===== src/rtl/cmd_cfg_mc_pkg.sv =====
// cmd_cfg_pkg: opcodes, response codes and FSM states shared by cmd_cfg_mc
package cmd_cfg_pkg;
  typedef enum logic [3:0] {
    REQ_BATT  = 4'h1,
    SET_AXIS  = 4'h2,
    SET_THRST = 4'h3,
    CALIBRATE = 4'h6,
    MTRS_OFF  = 4'h7,
    EMER_LAND = 4'h8
  } opcode_t;
  typedef enum logic [2:0] {IDLE, BATT, SPIN, CAL, RESP} state_t;
  localparam logic [7:0] POS_ACK = 8'hA5;
  localparam logic [7:0] NAK = 8'hEE;
endpackage


===== src/rtl/cmd_cfg_mc_if.sv =====
// cmd_cfg_mc_if: command/response handshake between the UART wrapper (master) and cmd_cfg_mc (slave)
interface cmd_cfg_mc_if;
  logic        cmd_rdy;
  logic [7:0]  cmd;
  logic [15:0] data;
  logic        clr_cmd_rdy;
  logic        snd_rsp;
  logic [7:0]  resp;
  modport master (output cmd_rdy, cmd, data, input clr_cmd_rdy, snd_rsp, resp);
  modport slave (input cmd_rdy, cmd, data, output clr_cmd_rdy, snd_rsp, resp);
endinterface


===== src/rtl/cmd_cfg_mc_cyc_timer.sv =====
// cyc_timer: loadable down-counter; done is high for the last enabled cycle of a loaded run
module cyc_timer #(
  parameter int W = 16
) (
  input  logic         clk,
  input  logic         rst,
  input  logic         load,
  input  logic         en,
  input  logic [W-1:0] ld_val,
  output logic         done
);
  logic [W-1:0] cnt_q, cnt_d;
  assign done = en && cnt_q == W'(1);
  always_comb cnt_d = load ? ld_val : (en && cnt_q != '0) ? cnt_q - W'(1) : cnt_q;
  always_ff @(posedge clk) cnt_q <= rst ? '0 : cnt_d;
endmodule


===== src/rtl/cmd_cfg_mc.sv =====
// cmd_cfg_mc: decodes UART commands into axis/thrust setpoints, sequences battery, spin-up and calibration (watchdog under CMD_WDOG_EN)
module cmd_cfg_mc import cmd_cfg_pkg::*; #(
  parameter int          NUM_AXES   = 3,
  parameter int          AXIS_W     = 16,
  parameter int          THRST_W    = 9,
  parameter logic [15:0] SPINUP_CYC = 16'd1000,
  parameter logic [23:0] WDOG_CYC   = 24'd5000000
) (
  input  logic                       clk,
  input  logic                       rst,
  cmd_cfg_mc_if.slave                bus,
  output logic [NUM_AXES*AXIS_W-1:0] d_axis,
  output logic [THRST_W-1:0]         thrst,
  input  logic [7:0]                 batt,
  output logic                       strt_cnv,
  input  logic                       cnv_cmplt,
  output logic                       strt_cal,
  output logic                       inertial_cal,
  input  logic                       cal_done,
  output logic                       motors_off,
  output logic                       wdog_trip
);
  state_t state_q, state_d;
  logic [7:0] resp_q, resp_d;
  logic [NUM_AXES*AXIS_W-1:0] axis_q, axis_d;
  logic [THRST_W-1:0] thrst_q, thrst_d;
  logic moff_q, moff_d, ical_q, ical_d, scal_q, scal_d, trip_q, trip_d;
  logic acc, legal, spin_done, wd_exp;
  logic [3:0] op, ch;
  assign op = bus.cmd[3:0];
  assign ch = bus.cmd[7:4];
  assign acc = !rst && state_q == IDLE && bus.cmd_rdy;
  assign legal = (op inside {REQ_BATT, SET_AXIS, SET_THRST, CALIBRATE, MTRS_OFF, EMER_LAND})
                 && !(op == SET_AXIS && int'(ch) >= NUM_AXES);
  assign bus.clr_cmd_rdy = acc;
  assign bus.snd_rsp = state_q == RESP;
  assign bus.resp = resp_q;
  assign strt_cnv = acc && legal && op == REQ_BATT;
  assign strt_cal = scal_q;
  assign inertial_cal = ical_q;
  assign motors_off = moff_q;
  assign d_axis = axis_q;
  assign thrst = thrst_q;
  assign wdog_trip = trip_q;
  cyc_timer #(.W(16)) u_spin (
    .clk(clk), .rst(rst), .load(acc), .en(state_q == SPIN), .ld_val(SPINUP_CYC), .done(spin_done)
  );
`ifdef CMD_WDOG_EN
  cyc_timer #(.W(24)) u_wdog (
    .clk(clk), .rst(rst), .load(acc), .en(!moff_q && state_q == IDLE && !acc), .ld_val(WDOG_CYC), .done(wd_exp)
  );
`else
  assign wd_exp = 1'b0;
`endif
  always_comb begin
    state_d = state_q;
    resp_d = resp_q;
    axis_d = axis_q;
    thrst_d = thrst_q;
    moff_d = moff_q;
    ical_d = ical_q;
    scal_d = 1'b0;
    trip_d = trip_q;
    case (state_q)
      IDLE: begin
        if (acc) begin
          trip_d = 1'b0;
          state_d = !legal ? RESP : op == REQ_BATT ? BATT : op == CALIBRATE ? SPIN : RESP;
          resp_d = !legal ? NAK : state_d == RESP ? POS_ACK : resp_q;
          if (legal && op == SET_AXIS)
            for (int i = 0; i < NUM_AXES; i++)
              if (int'(ch) == i) axis_d[i*AXIS_W +: AXIS_W] = bus.data[AXIS_W-1:0];
          if (legal && op == SET_THRST) thrst_d = bus.data[THRST_W-1:0];
          if (legal && (op == MTRS_OFF || op == EMER_LAND)) thrst_d = '0;
          if (legal && op == EMER_LAND) axis_d = '0;
          if (legal && op == MTRS_OFF) moff_d = 1'b1;
          if (legal && op == CALIBRATE) moff_d = 1'b0;
        end else if (wd_exp) begin
          axis_d = '0;
          thrst_d = '0;
          trip_d = 1'b1;
        end
      end
      BATT: if (cnv_cmplt) begin
        resp_d = batt;
        state_d = RESP;
      end
      SPIN: if (spin_done) begin
        state_d = CAL;
        scal_d = 1'b1;
        ical_d = 1'b1;
      end
      CAL: if (cal_done) begin
        ical_d = 1'b0;
        resp_d = POS_ACK;
        state_d = RESP;
      end
      default: state_d = IDLE;
    endcase
  end
  always_ff @(posedge clk) begin
    if (rst) begin
      state_q <= IDLE;
      resp_q <= '0;
      axis_q <= '0;
      thrst_q <= '0;
      moff_q <= 1'b1;
      ical_q <= 1'b0;
      scal_q <= 1'b0;
      trip_q <= 1'b0;
    end else begin
      state_q <= state_d;
      resp_q <= resp_d;
      axis_q <= axis_d;
      thrst_q <= thrst_d;
      moff_q <= moff_d;
      ical_q <= ical_d;
      scal_q <= scal_d;
      trip_q <= trip_d;
    end
  end
endmodule


===== src/flat_wrapper.sv =====
// flat-port wrapper written by rule: the top's interface ports become plain ports
module cmd_cfg_mc_flat import cmd_cfg_pkg::*;
#(
  parameter int          NUM_AXES   = 3,
  parameter int          AXIS_W     = 16,
  parameter int          THRST_W    = 9,
  parameter logic [15:0] SPINUP_CYC = 16'd1000,
  parameter logic [23:0] WDOG_CYC   = 24'd5000000
)
  (clk, rst, d_axis, thrst, batt, strt_cnv, cnv_cmplt, strt_cal, inertial_cal, cal_done, motors_off, wdog_trip, bus_cmd_rdy, bus_cmd, bus_data, bus_clr_cmd_rdy, bus_snd_rsp, bus_resp);
  cmd_cfg_mc_if bus_i ();
  input  logic clk;
  input  logic rst;
  output logic [NUM_AXES*AXIS_W-1:0] d_axis;
  output logic [THRST_W-1:0] thrst;
  input  logic [7:0] batt;
  output logic strt_cnv;
  input  logic cnv_cmplt;
  output logic strt_cal;
  output logic inertial_cal;
  input  logic cal_done;
  output logic motors_off;
  output logic wdog_trip;
  input wire logic [$bits(bus_i.cmd_rdy)-1:0] bus_cmd_rdy;
  input wire logic [$bits(bus_i.cmd)-1:0] bus_cmd;
  input wire logic [$bits(bus_i.data)-1:0] bus_data;
  output wire logic [$bits(bus_i.clr_cmd_rdy)-1:0] bus_clr_cmd_rdy;
  output wire logic [$bits(bus_i.snd_rsp)-1:0] bus_snd_rsp;
  output wire logic [$bits(bus_i.resp)-1:0] bus_resp;
  assign bus_i.cmd_rdy = bus_cmd_rdy;
  assign bus_i.cmd = bus_cmd;
  assign bus_i.data = bus_data;
  assign bus_clr_cmd_rdy = bus_i.clr_cmd_rdy;
  assign bus_snd_rsp = bus_i.snd_rsp;
  assign bus_resp = bus_i.resp;
  cmd_cfg_mc #(.NUM_AXES(NUM_AXES), .AXIS_W(AXIS_W), .THRST_W(THRST_W), .SPINUP_CYC(SPINUP_CYC), .WDOG_CYC(WDOG_CYC)) u_core (.clk(clk), .rst(rst), .bus(bus_i), .d_axis(d_axis), .thrst(thrst), .batt(batt), .strt_cnv(strt_cnv), .cnv_cmplt(cnv_cmplt), .strt_cal(strt_cal), .inertial_cal(inertial_cal), .cal_done(cal_done), .motors_off(motors_off), .wdog_trip(wdog_trip));
endmodule

===== config.mk =====
export PLATFORM = sky130hd
export DESIGN_NAME = cmd_cfg_mc_flat
export DESIGN_NICKNAME = d
export VERILOG_FILES = /design/src/rtl/cmd_cfg_mc_pkg.sv /design/src/rtl/cmd_cfg_mc_if.sv /design/src/rtl/cmd_cfg_mc_cyc_timer.sv /design/src/rtl/cmd_cfg_mc.sv /design/src/flat_wrapper.sv
export SDC_FILE = /design/constraint.sdc
export NUM_CORES = 1
export LEC_CHECK = 0
export ABC_AREA = 1
export ABC_CLOCK_PERIOD_IN_PS = 3500
export BUFFER_PORTS_ARGS = -buffer_cell sky130_fd_sc_hd__buf_2
export CAP_MARGIN = 10
export CORE_MARGIN = 2
export CORE_UTILIZATION = 45
export DETAILED_ROUTE_END_ITERATION = 16
export GPL_TIMING_DRIVEN = 0
export PLACE_DENSITY_LB_ADDON = 0.05
export SLEW_MARGIN = 25
export SYNTH_ARGS = -nofsm -noshare
export SYNTH_HDL_FRONTEND = slang
export SYNTH_HIERARCHICAL = 1
export SYNTH_SLANG_ARGS = --single-unit

===== constraint.sdc =====
create_clock -name clk -period 3.5 [get_ports clk]
set_input_delay 0.875 -clock clk [delete_from_list [all_inputs] [get_ports clk]]
set_output_delay 0.875 -clock clk [all_outputs]
set_load 0.02 [all_outputs]

==> results.sh <==
export IMPL_drc=0
export IMPL_start_util_pct=46.3
export IMPL_path_clk_slew_ns=0.09
export IMPL_drt_iter0_markers=212
export IMPL_synth_distinct_cells=36
export IMPL_vdd_drop_max_uv=332
export IMPL_relSlewSlack_pct=57.9
export IMPL_dp_hpwl_um=9450
export IMPL_skew_ns=0.00653
export IMPL_cts_made_buffers=9
export IMPL_route_vias_total=4699
export IMPL_maxCapViolCount=0
export IMPL_period_minus_slack_ns=2.97
export IMPL_gp_congestion=0.950
export IMPL_grt_pass1_vias=4268
export IMPL_cts_sinks=87
export IMPL_design_area_mm2=0.00546
export IMPL_worstSetupPathType="in2out"
export IMPL_htreeDepth=3
export IMPL_regArea_mm2=0.00174
export IMPL_firstDrtPassIters=5
export IMPL_arrival_ns=2.10
export IMPL_clk_insertion_delay_late_ns=0.36
export IMPL_netlist_area_mm2=0.00453
export IMPL_cts_setup_buffers=0
export IMPL_antenna_found_initial=0
export IMPL_setup_violations=0
export IMPL_hold_buffers=0
export IMPL_fin_crit_sh_pct=84.9
export IMPL_ant_nets=0
export IMPL_insertedDiodeCount=0
export IMPL_cts_buffer_depth=2
export IMPL_tightest_slew_ns=0.632
export IMPL_start_kind="input pin"
export IMPL_crit_path_end_kind="primary output"
export IMPL_ios=109
export IMPL_rsz0062_at_grt="no"
export IMPL_outcome="completed"
export IMPL_placed_area_mm2=0.00528
export IMPL_core_area_mm2=0.00977
export IMPL_yosysSeqAreaShare_pct=38.5
export IMPL_hold_viol=0
export IMPL_path_max_fanout=4
export IMPL_setup_tns_ns=0
export IMPL_cellLeakagePower_nw=2.73
export IMPL_vias_per_cell=4.86
export IMPL_portBuffers=107
export IMPL_multi_input_area_mm2=0.00247
export IMPL_ys_ff_latch=87
export IMPL_fmax_ghz=0.337
export IMPL_crit_path_start="bus_cmd[3]"
export IMPL_r2r_start="u_core/state_q[2]"
export IMPL_grt_start_max_net_pins=15
export IMPL_hp_start="u_core/thrst[6]"
export IMPL_grt_overflow=0
export IMPL_drive_above_1_share_pct=21.6
export IMPL_area_growth_pct=20.6
export IMPL_ctsResizeCount=0
export IMPL_cts_tree="done"
export IMPL_die_w_um=104
export IMPL_ys_warnings_count=6
export IMPL_hold_path_class="reg2reg"
export IMPL_clockRootBuffer="clkbuf_8"
export IMPL_rows=36
export IMPL_die_area_mm2=0.0109
export IMPL_nFillCells=997
export IMPL_grt_pass1_wl_um=20300
export IMPL_synthCells=695
export IMPL_fin_nets=867
export IMPL_cp_data_required_time_ns=2.62
export IMPL_grt_usage_pct=22.9
export IMPL_drt_total_wl_um=12400
export IMPL_die_y_um=104
export IMPL_powerDensity_mw_per_mm2=635
export IMPL_wire_per_inst_um=12.8
export IMPL_slew_viol_final=0
export IMPL_avgSynthCellArea_um2=6.51
final cells by class:
type | count | share of cell area, %
clock inverter | 5 | 0.619
tap | 133 | 3.05
sequential | 87 | 31.9
multi-input combinational | 544 | 45.2
timing repair buffer | 107 | 9.81
buffer | 31 | 3.46
clock buffer | 11 | 2.59
inverter | 48 | 3.32
layer usage:
layer  routed length [um]  track usage [%]  up-vias
met5                    0                0        -
met4                  301             7.82        0
met3                  734             4.32       22
met2                 5820             38.8      143
met1                 5520             29.1     2076
li1                     -                -     2458
metrics by stage:
| stage | util [%] | cells | hold WS, ns | worst slack [ns] | power, mW |
|---|---|---|---|---|---|
| 5_1_grt | 55.9 | 966 | 0.492 | 0.399 | 3.80 |
| 3_5_place_dp | 54.1 | 950 | 0.455 | 0.552 | 2.84 |
| 3_3_place_gp | 54.1 | 950 | 0.456 | 0.546 | 2.80 |
| 4_1_cts | 55.9 | 966 | 0.469 | 0.543 | 3.50 |
| 2_1_floorplan | - | 710 | 0.474 | 0.623 | 2.49 |
| 6_report | 55.9 | 966 | 0.463 | 0.528 | 3.47 |
worst max-delay path, cell delays in order:
cell and delay (ns):
buf_2 0.12, inv_2 0.06, nand2_1 0.08, nor2_1 0.22, nor2_1 0.09, nand2_2 0.12
nand2_1 0.10, nor4_1 0.20, buf_2 0.22
report_power, final:
part	switching, mW	internal (mW)	total, mW
Combinational	1.04	0.530	1.57
Sequential	0.122	1.13	1.25
Clock	0.374	0.277	0.650
Total	1.53	1.94	3.47
sequential cells by signal (all words and copies together), names as in the netlist:
name	flops
u_core/state_q	3
u_core/strt_cal	1
u_core/d_axis	48
u_core/motors_off	1
u_core/u_spin/cnt_q	16
u_core/inertial_cal	1
u_core/bus.resp	8
u_core/thrst	9
layout by cell type, fill, tap and decap left out, types with 2 or more instances in the layout:
master,synthesis,final
o21ai_1,2,2
nand4_1,50,50
nor2_4,6,6
xor2_1,3,3
or2_2,2,2
nor2_2,13,13
buf_6,6,6
nand2_2,6,6
buf_1,4,4
clkbuf_8,0,10
o21ai_2,2,2
conb_1,2,17
ha_1,2,2
xnor2_1,2,2
nor2_1,186,186
buf_2,7,114
nand2_1,177,177
nand3_1,33,33
buf_4,5,5
a21oi_1,16,16
clkinv_2,1,3
inv_1,42,42
clkinvlp_4,0,2
clkbuf_1,9,10
nand2_4,2,2
o21ai_0,16,16
inv_2,4,4
dfxtp_1,87,87
cells in the mapped netlist (all sizes together):
cell type | instances | area (um2)
nor2 | 205 | 847
nand2 | 185 | 724
dfxtp | 87 | 1740
nand4 | 50 | 313
inv | 46 | 173
nand3 | 35 | 193
buf | 22 | 155
o21ai | 21 | 124
a21oi | 16 | 80.1
clkbuf | 9 | 33.8
xor2 | 3 | 26.3
clkinv | 2 | 8.75
conb | 2 | 7.51
ha | 2 | 25.0
or2 | 2 | 12.5
xnor2 | 2 | 17.5
a211oi | 1 | 7.51
a31o | 1 | 8.76
nor3 | 1 | 5.00
nor4 | 1 | 6.26
nor4b | 1 | 8.76
o211ai | 1 | 7.51
cells by family after synthesis:
kind of cell / after synthesis / share of synthesized area, %
xor gates and xnor gates: 5 / 0.968
other: 2 / 0.166
DFF: 87 / 38.5
adders and majority gates: 2 / 0.553
AOI/OAI and AO/OA: 40 / 5.03
and+or+nand+nor: 480 / 46.6
buffers and inverters: 79 / 8.18
final timing paths:
path                        endpoint  cells after the start  slack [ns]
setup / recovery            strt_cnv                      9        0.53
hold reg to reg      u_core/thrst[6]                      2        0.46
setup reg to reg  u_core/bus.resp[4]                     12        0.92
hold / removal       u_core/thrst[6]                      2        0.46
Power figures use the tool's default switching activity.
